--- config.mk ---
export PLATFORM = sky130hd
export DESIGN_NAME = i2c_txn_scheduler
export DESIGN_NICKNAME = d
export VERILOG_FILES = /design/src/rtl/i2c_txn_scheduler.sv
export SDC_FILE = /design/constraint.sdc
export NUM_CORES = 1
export LEC_CHECK = 0
export BUFFER_PORTS_ARGS = -buffer_cell sky130_fd_sc_hd__buf_2
export CORE_UTILIZATION = 30
export CTS_CLUSTER_DIAMETER = 30
export CTS_CLUSTER_SIZE = 40
export DETAILED_ROUTE_END_ITERATION = 8
export PLACE_DENSITY = 0.49
export SKIP_CTS_REPAIR_TIMING = 1
export SYNTH_ARGS = -nofsm -noshare
export SYNTH_HDL_FRONTEND = slang
export SYNTH_SLANG_ARGS = --single-unit
--- constraint.sdc ---
create_clock -name clk -period 3.97 [get_ports clk]
set_clock_uncertainty 0.1 [all_clocks]
set_input_delay 0.397 -clock clk [delete_from_list [all_inputs] [get_ports clk]]
set_output_delay 0.397 -clock clk [all_outputs]
set_load 0.02 [all_outputs]
--- src/rtl/i2c_txn_scheduler.sv ---
// Round-robin arbiter that shares one I2C node's controller request port among NUM_REQ requesters.
// It issues one transaction at a time, waits for done or a timeout, and can hold the grant for repeated-start chains.
module i2c_txn_scheduler #(
  parameter int unsigned DATA_WIDTH     = 8,
  parameter int unsigned ADDR_WIDTH     = 7,
  parameter int unsigned NUM_REQ        = 2,
  parameter int unsigned TIMEOUT_CYCLES = 1024
) (
  input  logic                           clk,
  input  logic                           rst_n,
  input  logic [NUM_REQ-1:0]             req_valid,
  output logic [NUM_REQ-1:0]             req_ready,
  input  logic [NUM_REQ*ADDR_WIDTH-1:0]  req_addr,
  input  logic [NUM_REQ*DATA_WIDTH-1:0]  req_data,
  input  logic [NUM_REQ-1:0]             req_op,
  input  logic [NUM_REQ-1:0]             req_restart,
  output logic [NUM_REQ-1:0]             rsp_valid,
  output logic [DATA_WIDTH-1:0]          rsp_data,
  output logic                           rsp_error,
  output logic [DATA_WIDTH-1:0]          controller_data_req,
  output logic [ADDR_WIDTH-1:0]          controller_addr_req,
  output logic                           controller_valid_req,
  output logic                           controller_operation_req,
  output logic                           controller_restart_req,
  output logic                           error_signal,
  input  logic [DATA_WIDTH-1:0]          controller_data_rsp,
  input  logic                           controller_done
);

  localparam int unsigned ID_W  = $clog2(NUM_REQ);
  localparam int unsigned CNT_W = $clog2(TIMEOUT_CYCLES);
  localparam logic [CNT_W-1:0] CNT_LAST = CNT_W'(TIMEOUT_CYCLES - 1);
  localparam logic [ID_W-1:0]  ID_LAST  = ID_W'(NUM_REQ - 1);

  typedef enum logic [1:0] {ST_IDLE, ST_ISSUE, ST_WAIT, ST_RESP} state_t;

  state_t                r_state;
  state_t                w_next;
  logic [ID_W-1:0]       r_rr_ptr;
  logic                  r_lock;
  logic [ID_W-1:0]       r_lock_id;
  logic [CNT_W-1:0]      r_cnt;
  logic [ID_W-1:0]       r_id;
  logic [ADDR_WIDTH-1:0] r_addr;
  logic [DATA_WIDTH-1:0] r_data;
  logic                  r_op;
  logic                  r_restart;
  logic                  r_cvalid;
  logic [NUM_REQ-1:0]    r_rsp_valid;
  logic [DATA_WIDTH-1:0] r_rsp_data;
  logic                  r_rsp_error;

  logic                  w_found;
  logic [ID_W-1:0]       w_winner;
  logic [ID_W-1:0]       w_cand;
  logic                  w_timeout;
  logic                  w_accept;

  // Winner search: a locked grant overrides round-robin; otherwise scan upward from rr_ptr
  always_comb begin
    w_found  = 1'b0;
    w_winner = '0;
    w_cand   = '0;
    if (r_lock) begin
      w_found  = req_valid[r_lock_id];
      w_winner = r_lock_id;
    end else begin
      for (int unsigned k = 0; k < NUM_REQ; k++) begin
        w_cand = ID_W'((32'(r_rr_ptr) + k) % NUM_REQ);
        if (!w_found && req_valid[w_cand]) begin
          w_found  = 1'b1;
          w_winner = w_cand;
        end
      end
    end
  end

  assign w_accept  = (r_state == ST_IDLE) && w_found;
  assign req_ready = w_accept ? ((NUM_REQ'(1) << w_winner) & {NUM_REQ{rst_n}}) : '0;

  always_comb begin
    w_next    = r_state;
    w_timeout = 1'b0;
    case (r_state)
      ST_IDLE:  if (w_found) w_next = ST_ISSUE;
      ST_ISSUE: w_next = ST_WAIT;
      ST_WAIT: begin
        if (controller_done) begin
          w_next = ST_RESP;
        end else if (r_cnt == CNT_LAST) begin
          w_timeout = 1'b1;
          w_next    = ST_RESP;
        end
      end
      ST_RESP:  w_next = ST_IDLE;
      default:  w_next = ST_IDLE;
    endcase
  end

  always_ff @(posedge clk or negedge rst_n) begin
    if (!rst_n) r_state <= ST_IDLE;
    else        r_state <= w_next;
  end

  // Capture, counter, response and lock bookkeeping
  always_ff @(posedge clk or negedge rst_n) begin
    if (!rst_n) begin
      r_rr_ptr    <= '0;
      r_lock      <= 1'b0;
      r_lock_id   <= '0;
      r_cnt       <= '0;
      r_id        <= '0;
      r_addr      <= '0;
      r_data      <= '0;
      r_op        <= 1'b0;
      r_restart   <= 1'b0;
      r_cvalid    <= 1'b0;
      r_rsp_valid <= '0;
      r_rsp_data  <= '0;
      r_rsp_error <= 1'b0;
    end else begin
      r_cvalid    <= (w_next == ST_ISSUE);
      r_rsp_valid <= '0;
      if (w_accept) begin
        r_id      <= w_winner;
        r_addr    <= req_addr[32'(w_winner)*ADDR_WIDTH +: ADDR_WIDTH];
        r_data    <= req_data[32'(w_winner)*DATA_WIDTH +: DATA_WIDTH];
        r_op      <= req_op[w_winner];
        r_restart <= req_restart[w_winner];
        r_rr_ptr  <= (w_winner == ID_LAST) ? '0 : w_winner + ID_W'(1);
      end
      if (r_state == ST_ISSUE)     r_cnt <= '0;
      else if (r_state == ST_WAIT) r_cnt <= r_cnt + CNT_W'(1);
      if (r_state == ST_WAIT && w_next == ST_RESP) begin
        r_rsp_valid <= NUM_REQ'(1) << r_id;
        r_rsp_data  <= (controller_done && r_op) ? controller_data_rsp : '0;
        r_rsp_error <= w_timeout;
      end
      // A timed-out transaction never keeps the bus, even if it asked for a restart
      if (r_state == ST_RESP) begin
        r_lock    <= r_restart & ~r_rsp_error;
        r_lock_id <= r_id;
      end
    end
  end

  assign controller_data_req      = r_data;
  assign controller_addr_req      = r_addr;
  assign controller_valid_req     = r_cvalid;
  assign controller_operation_req = r_op;
  assign controller_restart_req   = r_restart;
  assign error_signal             = w_timeout;
  assign rsp_valid                = r_rsp_valid;
  assign rsp_data                 = r_rsp_data;
  assign rsp_error                = r_rsp_error;

endmodule
### After elaboration in Yosys (flattened, before gate mapping)

Index checks and enable logic that the tools add are counted.

| word-level totals | value |
|---|---|
| register bits after elaboration | 45 |
| latch bits | 0 |
| RAM bits | 0 |
| memory bits (read-only) | 0 |
| bits of input ports | 47 |
| output and inout port bits | 32 |
| word-level logic and storage cells | 72 |
| memories kept | 0 |

| operators by class | value |
|---|---|
| add/sub/neg operators | 3 |
| $mul | 1 |
| div/mod/pow operators | 0 |
| order comparisons | 4 |
| equality and inequality tests | 6 |
| shift-type cells | 4 |
| multiplexer cells | 30 |
| bitwise gates (word level) | 3 |
| reductions and logical operators | 7 |

Operators by type and width:

| cell | count |
|---|---|
| two-way mux 1 bit | 21 |
| two-way mux 10 bit | 2 |
| variable part select 16 x 5 -> 8 bit | 1 |
| variable part select 14 x 5 -> 7 bit | 1 |
| adder 10 x 1 -> 10 bit, second input constant | 1 |
| == test 10 bit, second input constant | 1 |
| two-way mux 2 bit | 5 |
| < comparator 1 x 2 -> 1 bit, second input constant | 4 |
| two-way mux 8 bit | 1 |
| case mux 2 bit (4 select lines) | 1 |
| == test 2 bit, second input constant | 3 |
| == test 2 x 1 -> 1 bit, second input constant | 2 |
| logical AND 1 bit | 4 |
| multiplier 1 x 3 -> 4 bit, second input constant | 1 |
| << shifter 1 x 1 -> 2 bit, first input constant | 2 |
| adder 1 bit, second input constant | 2 |
| AND 2 bit | 1 |
| logical NOT 2 bit | 1 |
| nonzero test 2 bit | 1 |
| AND 1 bit | 1 |
| logical NOT 1 bit | 1 |
| inverter 1 bit | 1 |

### Longest topological paths before layout

| depth | value |
|---|---|
| depth in word-level cells | 13 |
| mapped depth | 8 |
| gate-level depth less buffers | 6 |

### Worst setup path after synthesis

No wires, ideal clock.

| timing path | value |
|---|---|
| path type | register to register |
| start | register r_cnt[0] |
| end | register r_rsp_data[1] (netlist: rsp_data[1]) |
| library setup time | 125 ps |
| arrival | 1,826 ps |
| required time | 3,745 ps |
| slack | 1,919 ps |
| cell stages (with the launch flop) | 7 |
| buffers on the path | 1 |
| clock period less this slack | 2,051 ps |
| cell sequence | dfrtp_1 > ha_1 > and4_1 > a311o_1 > a2bb2oi_2 > buf_6 > mux2_4 |

| between the ends | value |
|---|---|
| longest elaborated chain between the ends | 6 |

RTL lines:

| what | RTL line | RTL |
|---|---|---|
| from (decl) | 42 | `logic [CNT_W-1:0] r_cnt;` |
| from (signal assigned) | 133 | `else if (r_state == ST_WAIT) r_cnt <= r_cnt + CNT_W'(1);` |
| == test 10 bit | 90 | `end else if (r_cnt == CNT_LAST) begin` |
| two-way mux 2 bit | 90 |  |
| two-way mux 2 bit | 88 | `if (controller_done) begin` |
| case mux 2 bit (4 select lines) | 84 | `case (r_state)` |
| == test 2 bit | 134 | `if (r_state == ST_WAIT && w_next == ST_RESP) begin` |
| logical AND 1 bit | 134 |  |
| to (signal assigned) | 136 | `r_rsp_data <= (controller_done && r_op) ? controller_data_rsp : '0;` |
| to (decl) | 50 | `logic [DATA_WIDTH-1:0] r_rsp_data;` |

Every way passes these cells.
A chain may end at the register's enable or synchronous reset.

### Final worst setup path

| timing path | value |
|---|---|
| start | register r_cnt[0] |
| end | register r_rsp_data[0] (netlist: rsp_data[0]) |

The elaborated chain is that of the path after synthesis.

==> reports/qor.csv <==
metric,value,unit
multi_input_area,1000,µm²
die_h,87.5,µm
via_per_inst,4.41,
slowest_stage,a2bb2oi_2,
synth_cell_types,35,
rsz0062_at_grt,no,
worst_setup_path_end_kind,register,
die-area,0.00765,mm²
path_class,reg2reg,
initial_core_util,31.6,%
seqCellArea,0.00113,mm²
drv_slew,0,
fmax,396,MHz
ys_async_sr_fraction,100,%
slowest_delay,0.62,ns
cts_sinks,45,
grt_overflow,0,
drt-pass1-iter-count,4,
dpl.hpwl,3460,µm
drt-total-wl,4630,µm
cts_root_buf,clkbuf_8,
synth_edf_count,0,
power.density,753,mW/mm²
hold_viol_final,0,
wl_per_cell,12.3,µm
fillers,712,
fin_crit_sh,63.6,%
port_buffers,78,
synthCells,200,
syn_area,0.00219,mm²
p_total,0.00211,W
route.detailed.drc,0,
nets,331,
synth_nets,253,
place_congestion,0.768,
cp_cell_sequence,ha_1 > and4_1 > a311o_1 > a2bb2oi_2 > mux2_2,
setup_tns,0,ns
diodes,0,
fp.dieW,87.5,µm
hold_path.class,in2async,
grt_pass1_wl,7250,µm
worst_pin_slew,0.748,ns
synth.ff_latch_count,45,
arrival,2.61,ns
maxCapViolations,0,
grtUsageTotal,12.4,%
clk_latency,0.29,ns
worst-r2r-cell-count,5,
status,"complete, no violations",
p_leak,1.49,nW
cts_tree,built,
antenna_found_initial,0,
drtIter0Drc,58,
drtAntennaViolNets,0,
area_delta_synth_final,28.0,%
grt_pass1_vias,1512,
vdd_ir_drop_max,0.306,mV
crit_fanout,11,
required,4.05,ns
clk_pin_slew_worst_paths,0.08,ns
vias,1653,
ioPinCount,79,
cts_buffer_depth,2,
core-area,0.00694,mm²
cp-start-kind,register,
relSlewSlack,50.1,%
ys.flop_type,dfrtp_1,
fin_crit,2.53,ns
yosysWarnings,0,
setup_viol,0,
cts_buffers,5,
htreeDepth,2,
synth_seq_area_share,51.4,%
drive_gt1_share,37.6,%
syn_area_per_cell,11.0,µm²
rows,30,
grt_max_degree,46,
-- worst paths after layout --
path / from / endpoint / slack (ns)
setup / recovery: r_cnt[0]$_DFFE_PN0P_ / rsp_data[0]$_DFFE_PN0P_ / 1.44
hold / removal: rst_n / r_cnt[3]$_DFFE_PN0P_ / 0.12
setup reg to reg: r_cnt[0]$_DFFE_PN0P_ / rsp_data[0]$_DFFE_PN0P_ / 1.44
hold reg to reg: r_id$_DFFE_PN0P_ / rsp_valid[0]$_DFF_PN0_ / 0.37
max in group asynchronous: rst_n / rsp_data[2]$_DFFE_PN0P_ / 3.26
min in group clk: req_data[4] / controller_data_req[4]$_DFFE_PN0P_ / 0.27
-- cells by family (layout without fill, tap and decap cells) --
logic type	Yosys count	in the layout	synth area share (%)
simple gates	65	65	15.4
flops	45	45	51.4
compound gates	33	33	9.25
mux	28	28	14.7
buf+inv	17	96	3.48
fa+ha+maj	6	6	3.42
xor+xnor	6	6	2.40
-- metal layers --
metal  share of wire [%]  GRT usage [%]  up-vias
met2                  45           19.0       42
met1                  49           16.9      760
met3                 4.5           3.22        6
met5                   0              0        -
met4                 1.5           4.47        0
li1                    -              -      845
-- Yosys cell counts, types with 2 or more instances --
cell type,number,area [µm²]
a21oi_1,3,15.0
and2_1,2,12.5
and3_1,10,62.6
and4_1,2,17.5
buf_2,4,20.0
clkbuf_1,4,15.0
dfrtp_1,45,1130
ha_1,6,75.1
inv_1,7,26.3
mux2_2,2,22.5
mux2_4,8,120
mux2i_1,18,180
nand2_1,23,86.3
nand2b_1,3,18.8
nand3_1,4,20.0
nand3b_1,3,22.5
nand4_1,2,12.5
nor2_1,10,37.5
nor3b_1,2,15.0
o21ai_0,18,90.1
o21ai_1,5,25.0
xor2_1,6,52.6
-- critical path, delay by kind of cell (launching register included) --
| kind | cells | cell delay, ns |
|---|---|---|
| adders and majority gates | 1 | 0.28 |
| AOI/OAI and AO/OA | 2 | 1.00 |
| and+or+nand+nor | 1 | 0.23 |
| DFF | 1 | 0.41 |
| muxes | 1 | 0.40 |
-- metrics by stage --
stage | util, % | setup slack [ns] | hold slack (ns) | instance area [µm²] | cells
after floorplan | - | 1.92 | 0.00141 | 2190 | 200
after CTS | 40.4 | 1.42 | 0.155 | 2810 | 375
after global placement | 38.7 | 1.47 | 0.357 | 2690 | 367
after global routing | 40.4 | 1.33 | 0.176 | 2810 | 375
after detailed placement | 38.7 | 1.45 | 0.362 | 2690 | 367
final | 40.4 | 1.44 | 0.121 | 2810 | 375
-- state kept, by name, indices dropped and copies added, names as in the netlist --
register	flops
controller_addr_req	7
controller_data_req	8
controller_operation_req	1
controller_restart_req	1
controller_valid_req	1
r_cnt	10
r_id	1
r_lock	1
r_lock_id	1
r_rr_ptr	1
r_state	2
rsp_data	8
rsp_error	1
rsp_valid	2
-- where the power goes --
part	switching, W	internal [W]
combinational	0.000576	0.000408
clock	0.000154	0.000205
sequential	0.000121	0.000647
-- placed cells by master, fill, tap and decap left out, drive strengths merged --
cell type | synthesis | routed
or4b | 1 | 1
dfrtp | 45 | 45
o311ai | 1 | 1
mux2i | 18 | 18
nor3 | 1 | 1
a2bb2oi | 1 | 1
o31ai | 1 | 1
and2 | 2 | 2
nor2b | 1 | 1
nand3 | 4 | 4
nor3b | 2 | 2
nand3b | 3 | 3
a21boi | 1 | 1
nand2b | 3 | 3
clkbuf | 4 | 6
o221ai | 1 | 1
nor2 | 10 | 10
bufinv | 0 | 1
xor2 | 6 | 6
buf | 6 | 81
ha | 6 | 6
a21o | 1 | 1
nand2 | 23 | 23
mux2 | 10 | 10
nand4 | 2 | 2
or2 | 1 | 1
o21ai | 23 | 23
and3 | 10 | 10
a311o | 1 | 1
inv | 7 | 7
and4 | 2 | 2
a21oi | 3 | 3
clkinvlp | 0 | 1
-- area by class of cell --
class	count	area share, %
sequential	45	40.1
multi-input combinational	138	35.6
timing repair buffer	81	14.7
tap	96	4.28
clock buffer	6	2.94
clock inverter	2	1.34
inverter	7	0.937
No activity file was read; power rests on OpenSTA's default activity.
